**config.mk**
```make
export PLATFORM = sky130hd
export DESIGN_NAME = mem_arbiter
export DESIGN_NICKNAME = d
export VERILOG_FILES = /design/src/rtl/cpu_types_pkg.sv /design/src/rtl/mem_arb_timer.sv /design/src/rtl/mem_arbiter.sv
export SDC_FILE = /design/constraint.sdc
export NUM_CORES = 1
export LEC_CHECK = 0
export ABC_AREA = 1
export CAP_MARGIN = 25
export CELL_PAD_IN_SITES_DETAIL_PLACEMENT = 1
export CELL_PAD_IN_SITES_GLOBAL_PLACEMENT = 2
export CORE_ASPECT_RATIO = 1.25
export CORE_UTILIZATION = 17
export CTS_CLUSTER_DIAMETER = 30
export DETAILED_ROUTE_END_ITERATION = 10
export PLACE_DENSITY_LB_ADDON = 0.12
export SLEW_MARGIN = 30
export SYNTH_ARGS = -nofsm -noshare
export SYNTH_HDL_FRONTEND = slang
export SYNTH_SLANG_ARGS = --single-unit
```
**constraint.sdc**
```tcl
create_clock -name CLK -period 2.4 [get_ports CLK]
set_input_delay 0.48 -clock CLK [delete_from_list [all_inputs] [get_ports CLK]]
set_output_delay 0.48 -clock CLK [all_outputs]
set_load 0.005 [all_outputs]
```
**src/rtl/cpu_types_pkg.sv**
```systemverilog
// Purpose: shared CPU types for the memory arbiter and its users.
// Latency: n/a (types and constants only).
// Backpressure: n/a.
package cpu_types_pkg;

    typedef logic [31:0] word_t;

    typedef enum logic [1:0] {
        IDLE   = 2'd0,
        IREQ   = 2'd1,
        DREQ   = 2'd2,
        HALTED = 2'd3
    } arb_state_t;

    // Load value handed back when the RAM never answers.
    localparam word_t ERR_WORD = 32'hBAD1BAD1;

endpackage

```
**src/rtl/mem_arb_timer.sv**
```systemverilog
// Purpose: clearable up-counter that flags when a grant has run TIMEOUT_CYCLES cycles.
// Latency: tc is combinational from the registered count.
// Backpressure: none; the count holds at terminal count until cleared.
//
// Ports:
//   clk  in   clock, rising edge
//   rst  in   asynchronous active-high reset
//   clr  in   synchronous clear (takes priority over en)
//   en   in   count enable
//   tc   out  count has reached TIMEOUT_CYCLES-1
module mem_arb_timer #(
    parameter int TIMEOUT_CYCLES = 64
) (
    input  logic clk,
    input  logic rst,
    input  logic clr,
    input  logic en,
    output logic tc
);

    localparam int W = (TIMEOUT_CYCLES > 2) ? $clog2(TIMEOUT_CYCLES) : 1;
    localparam logic [W-1:0] LAST = W'(TIMEOUT_CYCLES - 1);

    logic [W-1:0] count_q;

    always_ff @(posedge clk or posedge rst) begin
        if (rst) begin
            count_q <= '0;
        end else if (clr) begin
            count_q <= '0;
        end else if (en && !tc) begin
            count_q <= count_q + 1'b1;
        end
    end

    assign tc = (count_q == LAST);

endmodule

```
**src/rtl/mem_arbiter.sv**
```systemverilog
// Purpose: shares one single-ported RAM between instruction fetch and data load/store.
// Latency: request seen in IDLE -> strobe next cycle; wait drops in the ram_ready cycle (min 2).
// Backpressure: requesters see wait=1 until their completion cycle; RAM stalls via ram_ready.
//
// Ports:
//   CLK, RST                          clock and asynchronous active-high reset
//   iren, iaddr / iwait, iload        instruction read port
//   dren, dwen, daddr, dstore /
//   dwait, dload                      data read/write port (dwen wins over dren)
//   halt / halted                     drain and park request / parked indicator
//   err                               sticky timeout flag
//   ram_ren, ram_wen, ram_addr,
//   ram_store / ram_load, ram_ready   RAM side, one access at a time
module mem_arbiter
    import cpu_types_pkg::word_t,
           cpu_types_pkg::arb_state_t,
           cpu_types_pkg::IDLE,
           cpu_types_pkg::IREQ,
           cpu_types_pkg::DREQ,
           cpu_types_pkg::HALTED;
#(
    parameter int    MAX_DSTREAK    = 2,
    parameter int    TIMEOUT_CYCLES = 64,
    parameter word_t ERR_WORD       = cpu_types_pkg::ERR_WORD
) (
    input  logic  CLK,
    input  logic  RST,
    input  logic  iren,
    input  word_t iaddr,
    output logic  iwait,
    output word_t iload,
    input  logic  dren,
    input  logic  dwen,
    input  word_t daddr,
    input  word_t dstore,
    output logic  dwait,
    output word_t dload,
    input  logic  halt,
    output logic  halted,
    output logic  err,
    output logic  ram_ren,
    output logic  ram_wen,
    output word_t ram_addr,
    output word_t ram_store,
    input  word_t ram_load,
    input  logic  ram_ready
);

    localparam int SW = $clog2(MAX_DSTREAK + 1);
    localparam logic [SW-1:0] STREAK_MAX = SW'(MAX_DSTREAK);

    arb_state_t      state_q, state_d;
    logic [SW-1:0]   dstreak_q, dstreak_d;
    word_t           addr_q, addr_d;
    word_t           data_q, data_d;
    logic            wr_q, wr_d;
    logic            err_q, err_d;

    logic            busy;
    logic            fin;
    logic            tout;
    logic            tc;
    word_t           result;

    mem_arb_timer #(
        .TIMEOUT_CYCLES(TIMEOUT_CYCLES)
    ) u_timer (
        .clk (CLK),
        .rst (RST),
        .clr (state_q == IDLE),
        .en  (busy && !ram_ready),
        .tc  (tc)
    );

    always_ff @(posedge CLK or posedge RST) begin
        if (RST) begin
            state_q   <= IDLE;
            dstreak_q <= '0;
            addr_q    <= '0;
            data_q    <= '0;
            wr_q      <= 1'b0;
            err_q     <= 1'b0;
        end else begin
            state_q   <= state_d;
            dstreak_q <= dstreak_d;
            addr_q    <= addr_d;
            data_q    <= data_d;
            wr_q      <= wr_d;
            err_q     <= err_d;
        end
    end

    // A real ram_ready in the terminal cycle counts as a normal completion.
    assign busy   = (state_q == IREQ) || (state_q == DREQ);
    assign fin    = busy && (ram_ready || tc);
    assign tout   = fin && !ram_ready;
    assign result = tout ? ERR_WORD : ram_load;

    always_comb begin
        state_d   = state_q;
        dstreak_d = dstreak_q;
        addr_d    = addr_q;
        data_d    = data_q;
        wr_d      = wr_q;
        err_d     = err_q;
        case (state_q)
            IDLE: begin
                // Data wins unless it has used up its streak while fetch waits.
                if ((dren || dwen) && ((dstreak_q < STREAK_MAX) || !iren)) begin
                    state_d = DREQ;
                    addr_d  = daddr;
                    data_d  = dstore;
                    wr_d    = dwen;
                    if (dstreak_q != STREAK_MAX) begin
                        dstreak_d = dstreak_q + 1'b1;
                    end
                end else if (iren) begin
                    state_d   = IREQ;
                    addr_d    = iaddr;
                    data_d    = '0;
                    wr_d      = 1'b0;
                    dstreak_d = '0;
                end else if (halt) begin
                    state_d = HALTED;
                end
            end
            IREQ, DREQ: begin
                if (fin) begin
                    state_d = IDLE;
                    if (tout) begin
                        err_d = 1'b1;
                    end
                end
            end
            default: begin
            end
        endcase
    end

    assign ram_ren   = busy && !wr_q;
    assign ram_wen   = busy && wr_q;
    assign ram_addr  = busy ? addr_q : '0;
    assign ram_store = (busy && wr_q) ? data_q : '0;

    assign iwait  = !(fin && (state_q == IREQ));
    assign dwait  = !(fin && (state_q == DREQ));
    assign iload  = iwait ? '0 : result;
    assign dload  = (!dwait && !wr_q) ? result : '0;
    assign halted = (state_q == HALTED);
    assign err    = err_q;

endmodule

```
* Yosys cells after proc, flatten, opt, wreduce, memory -nomap -nowiden *
Index checks and enable logic that the tools add are counted.

storage, ports and cells
  bits in registers = 76
  input port bits = 135

cells by class
  add/subtract/negate cells = 2
  reductions and logical operators = 29
  eq/ne operators = 8
  mux-type cells = 21
  $lt $le $gt $ge = 1

operators by type and width
  cell                                                   count
  2-to-1 mux 32 bit                                      9
  2-to-1 mux 2 bit                                       7
  2-to-1 mux 6 bit                                       2
  logical AND 1 bit                                      10
  AND reduction 3 bit                                    3
  adder 6 x 1 -> 6 bit, second input constant            1
  == test 6 bit, second input constant                   1
  zero test 1 bit                                        6
  nonzero test 2 bit                                     3
  == test 2 bit, second input constant                   2
  logical OR 1 bit                                       4
  inequality test 2 bit, second input constant           2
  inequality test 4 bit, second input constant           1
  one-hot mux 2 bit (2 select lines)                     1
  adder 2 x 1 -> 2 bit, second input constant            1
  == test 2 x 1 -> 1 bit, second input constant          1
  zero test 2 bit                                        1
  < comparator 2 bit, second input constant              1
  2-to-1 mux 1 bit                                       2
  inequality test 2 x 1 -> 1 bit, second input constant  1
  AND reduction 2 bit                                    1
  OR reduction 2 bit                                     1

* Depth between registers and ports, before layout *
  depth in word-level cells = 6
  depth in mapped cells = 10
  depth with buffers taken out = 9

* Hierarchy *
From an unflattened synthesis, not the netlist that was laid out.

second synthesis, totals
  cell total of the unflattened synthesis = 714
  area total of the unflattened synthesis = 5068.6 sq um

by module, submodules not included
  module         cells an instance  instances  area each (sq um)
  mem_arbiter    660                1          4679.5
  mem_arb_timer  54                 1          389.1

* Worst setup path before layout *
No wires, ideal clock.

  kind = reg2out
  start point = register state_q[0]
  end point = output ram_wen
  path slack = 0.549 ns
  stages on the path, launching flop included = 7
  arrival = 1.371 ns
  cell sequence = dfrtp_1 > inv_1 > ha_1 > buf_4 > nand2_1 > clkbuf_1 > inv_1

on the way
  word-level cells in the longest chain between the ends = 3
  elaborated cells between the ends (all ways) = 4

ends and longest elaborated chain
  element                                                  RTL line            text
  from (decl)                                              mem_arbiter.sv:52   arb_state_t state_q, state_d;
  from (signal assigned)                                   mem_arbiter.sv:84   state_q <= state_d;
  == test 2 x 1 -> 1 bit or == test 2 bit (tied branches)  mem_arbiter.sv:94   assign busy = (state_q == IREQ) || (state_q == DREQ);
  logical OR 1 bit *                                       mem_arbiter.sv:94
  logical AND 1 bit *                                      mem_arbiter.sv:141  assign ram_wen = busy && wr_q;
  to (decl)                                                mem_arbiter.sv:42   output logic ram_wen,

Every way passes the cells marked *; elsewhere a longest branch is shown, timed or not.

* Worst setup path in the final report *
  start point = register state_q[0]
  end point = output dload[8]

on the way
  word-level cells in the longest chain between the ends = 6
  elaborated cells between the ends (all ways) = 9

ends and longest elaborated chain
  element                                                  RTL line                               text
  == test 2 x 1 -> 1 bit or == test 2 bit (tied branches)  mem_arbiter.sv:94, mem_arbiter.sv:146
  logical OR 1 bit                                         mem_arbiter.sv:94
  logical AND 1 bit                                        mem_arbiter.sv:95                      assign fin = busy && (ram_ready || tc);
  logical AND 1 bit, on equally long branches              mem_arbiter.sv:96, mem_arbiter.sv:146
  2-to-1 mux 32 bit or logical AND 1 bit (tied branches)   mem_arbiter.sv:97, mem_arbiter.sv:148
  2-to-1 mux 32 bit *                                      mem_arbiter.sv:148                     assign dload = (!dwait && !wr_q) ? result : '0;
  to (decl)                                                mem_arbiter.sv:37                      output word_t dload,

Marked as above.

==> qor.yml <==
relSlewSlack_pct: 79.84
grt-ovfl-total: 0
start_util_pct: 17.34
ys_ff_latch: 76
antenna_found_initial: 2
path_class: "reg -> out"
cpPeakStageDelay_ns: 0.36
drt_iter0_drc: 231
utilization_pct: 30.63
drtPass1Iterations: 8
cts_buffer_depth: 2
cts.clk_slew.worst_paths_ns: 0.06
yosysUniqueCellTypes: 28
cts_root_buffer: "clkbuf_16"
fmax_mhz: 415.7
hold_viol: 0
synth_area_sq_um: 4810
path_delay_family: "buffers and inverters"
crit_chain: "inv_2 -> ha_4 -> buf_12 -> buf_6 -> nand4_4 -> clkbuf_16 -> nor2_1 -> dlygate4sd2_1"
cts_buffers: 9
post-place-ws_ns: -0.2420
dieWidth_microns: 152.4
period_needed_ns: 2.405
cp-start-kind: "flip-flop"
clkLatencyLatePin_ns: 0.35
setup_tns_ns: -0.01118
slew_violations: 0
grt_pass1_vias: 5633
drt_wl_total_mm: 20.46
die_area_sq_um: 28970
drive_above_1_share_pct: 21.91
syn_nets: 858
p_leak_nw: 4.777
grt_usage_pct: 14.14
cts_tree: "yes"
n_antenna_cell: 0
syn_to_final_growth_pct: 76.66
ys.warnings.count: 0
synth-seq-area-share_pct: 39.54
hold_class: "reg -> reg"
grt_max_degree: 49
endpoint_kind: "output port"
timing.final.ws_setup_ns: -0.005382
cp_data_arrival_time_ns: 1.93
fill_cells: 3413
total_power_mw: 8.377
num_rows: 68
fp.dieH_microns: 190.1
multi_input_area_sq_um: 2180
clock_skew_ns: 0.004650
via_per_inst: 3.983
period_share_pct: 100.2
ios: 269
vdd_drop_max_mv: 0.4605
synth_top_area_cell: "dfrtp_1"
dp_hpwl_mm: 14.53
regArea_sq_um: 1902
crit_slowest_cell: "dfrtp_1"
clock-sinks: 76
dpl_cell_area_sq_um: 8127
post_drt_wl_per_cell_microns: 14.96
p_per_area_nw_per_um2: 985.9
gp_congestion: 0.7236
nets: 1155
port_buffers: 268
avgSynthCellArea_sq_um: 6.708
synthCells: 717
final_antenna_net_count: 0
design_area_sq_um: 8497
worst-path-buf-inv: 5
synth_top_area_share_pct: 39.54
finalSetupViolCount: 4
synth_area_leaders: "dfrtp_1 40%, nand2_1 15%, inv_1 13%, nor2_1 6.9%, o211ai_1 5.0%"
drv_cap: 0
htreeDepth: 3
path_max_fanout: 16
status: "finished with violations"
drcViolationCount: 28
violations: "design-rule violations, negative setup slack"
rsz0062_at_grt: "yes"
required_ns: 1.92
tightest_slew_ns: 0.3021
vias: 5449
grt_pass1_wl_mm: 31.63
core_area_sq_um: 27740
==> cell type report <==
| type | instances | share of cell area, % |
|---|---|---|
| multi-input cells | 432 | 25.65 |
| clock buffers | 12 | 3.019 |
| well taps | 350 | 5.154 |
| flip-flops and latches | 76 | 22.38 |
| clock inverters | 3 | 0.2651 |
| repair buffers | 328 | 36.11 |
| inverters | 167 | 7.422 |
==> metrics by stage <==
step	hold slack [ns]	std cells
final	0.4774	1368
after detailed placement	0.4651	1325
after floorplan	0.4490	717
after CTS	0.4833	1352
after global routing	0.5022	1368
after global placement	0.4500	1325
==> layer usage <==
metal,vias to the layer above,part of all wire [%],track usage (%)
li1,2748,-,-
met1,2498,42,16.99
met2,188,48,24.26
met3,15,8.3,4.214
met4,0,1.2,4.235
met5,-,0,0
==> worst min-delay path, stage by stage, from the launching register on <==
cell	delay (ns)
dfrtp_1	0.34
nand2_1	0.05
nand2_1	0.05
==> timing repair <==
action                                  CTS  global route
cloned                                    3             5
pin swaps                                 4            19
setup buffers                             9            11
hold buffers                              0             0
endpoints found under the setup margin  132            79
resized for setup                       176           225
==> Yosys cell counts, drive strengths merged <==
cell type  instances
a21oi              2
buf               30
clkbuf            12
clkinv             1
dfrtp             76
ha                 6
inv              166
nand2            195
nand3             46
nand4             17
nor2              96
o211ai            32
o21ai             36
or2                1
xnor2              1
==> cells in the final DEF, fill, tap and decap left out, drive strengths merged <==
master and count:
clkinv 4, nor2 96, o211ai 32, dlygate4sd2 25
clkinvlp 1, inv 165, dlymetal6s2s 8, dfrtp 76
nand4 17, clkdlybuf4s50 136, clkbuf 94, nand3 46
ha 6, xnor2 1, nand2 195, clkdlybuf4s15 6
o21ai 36, buf 71, or2 1, a21oi 2
==> power by group <==
group	internal, mW	switching (mW)
combinational	2.37	2.62
sequential	1.83	0.235
clock	0.753	0.567
total	4.96	3.42
==> path summary, 6_finish.rpt <==
check	from	end	slack, ns	depth (start not counted)
setup / recovery	state_q[0]	dload[8]	-0.005	8
hold / removal	addr_q[2]	addr_q[2]	0.48	2
setup reg to reg	state_q[0]	u_timer.count_q[1]	0.43	12
hold reg to reg	addr_q[2]	addr_q[2]	0.48	2
max in group asynchronous	RST	addr_q[25]	1.59	3
min in group asynchronous	RST	data_q[26]	0.54	3
==> cells by family (layout without fill, tap and decap cells) <==
| group | Yosys count | in the layout | share of synthesized area (%) |
|---|---|---|---|
| xor gates and xnor gates | 1 | 1 | 0.1821 |
| AOI/OAI and AO/OA | 70 | 70 | 8.949 |
| adders and majority gates | 6 | 6 | 1.561 |
| DFF | 76 | 76 | 39.54 |
| buffers and inverters | 209 | 510 | 18.11 |
| and+or+nand+nor | 355 | 355 | 31.66 |
==> registers in the layout, indices dropped and copies added, names as in the netlist <==
signal,count
addr_q,32
data_q,32
u_timer.count_q,6
dstreak_q,2
state_q,2
err,1
wr_q,1
Power figures use the tool's default switching activity.
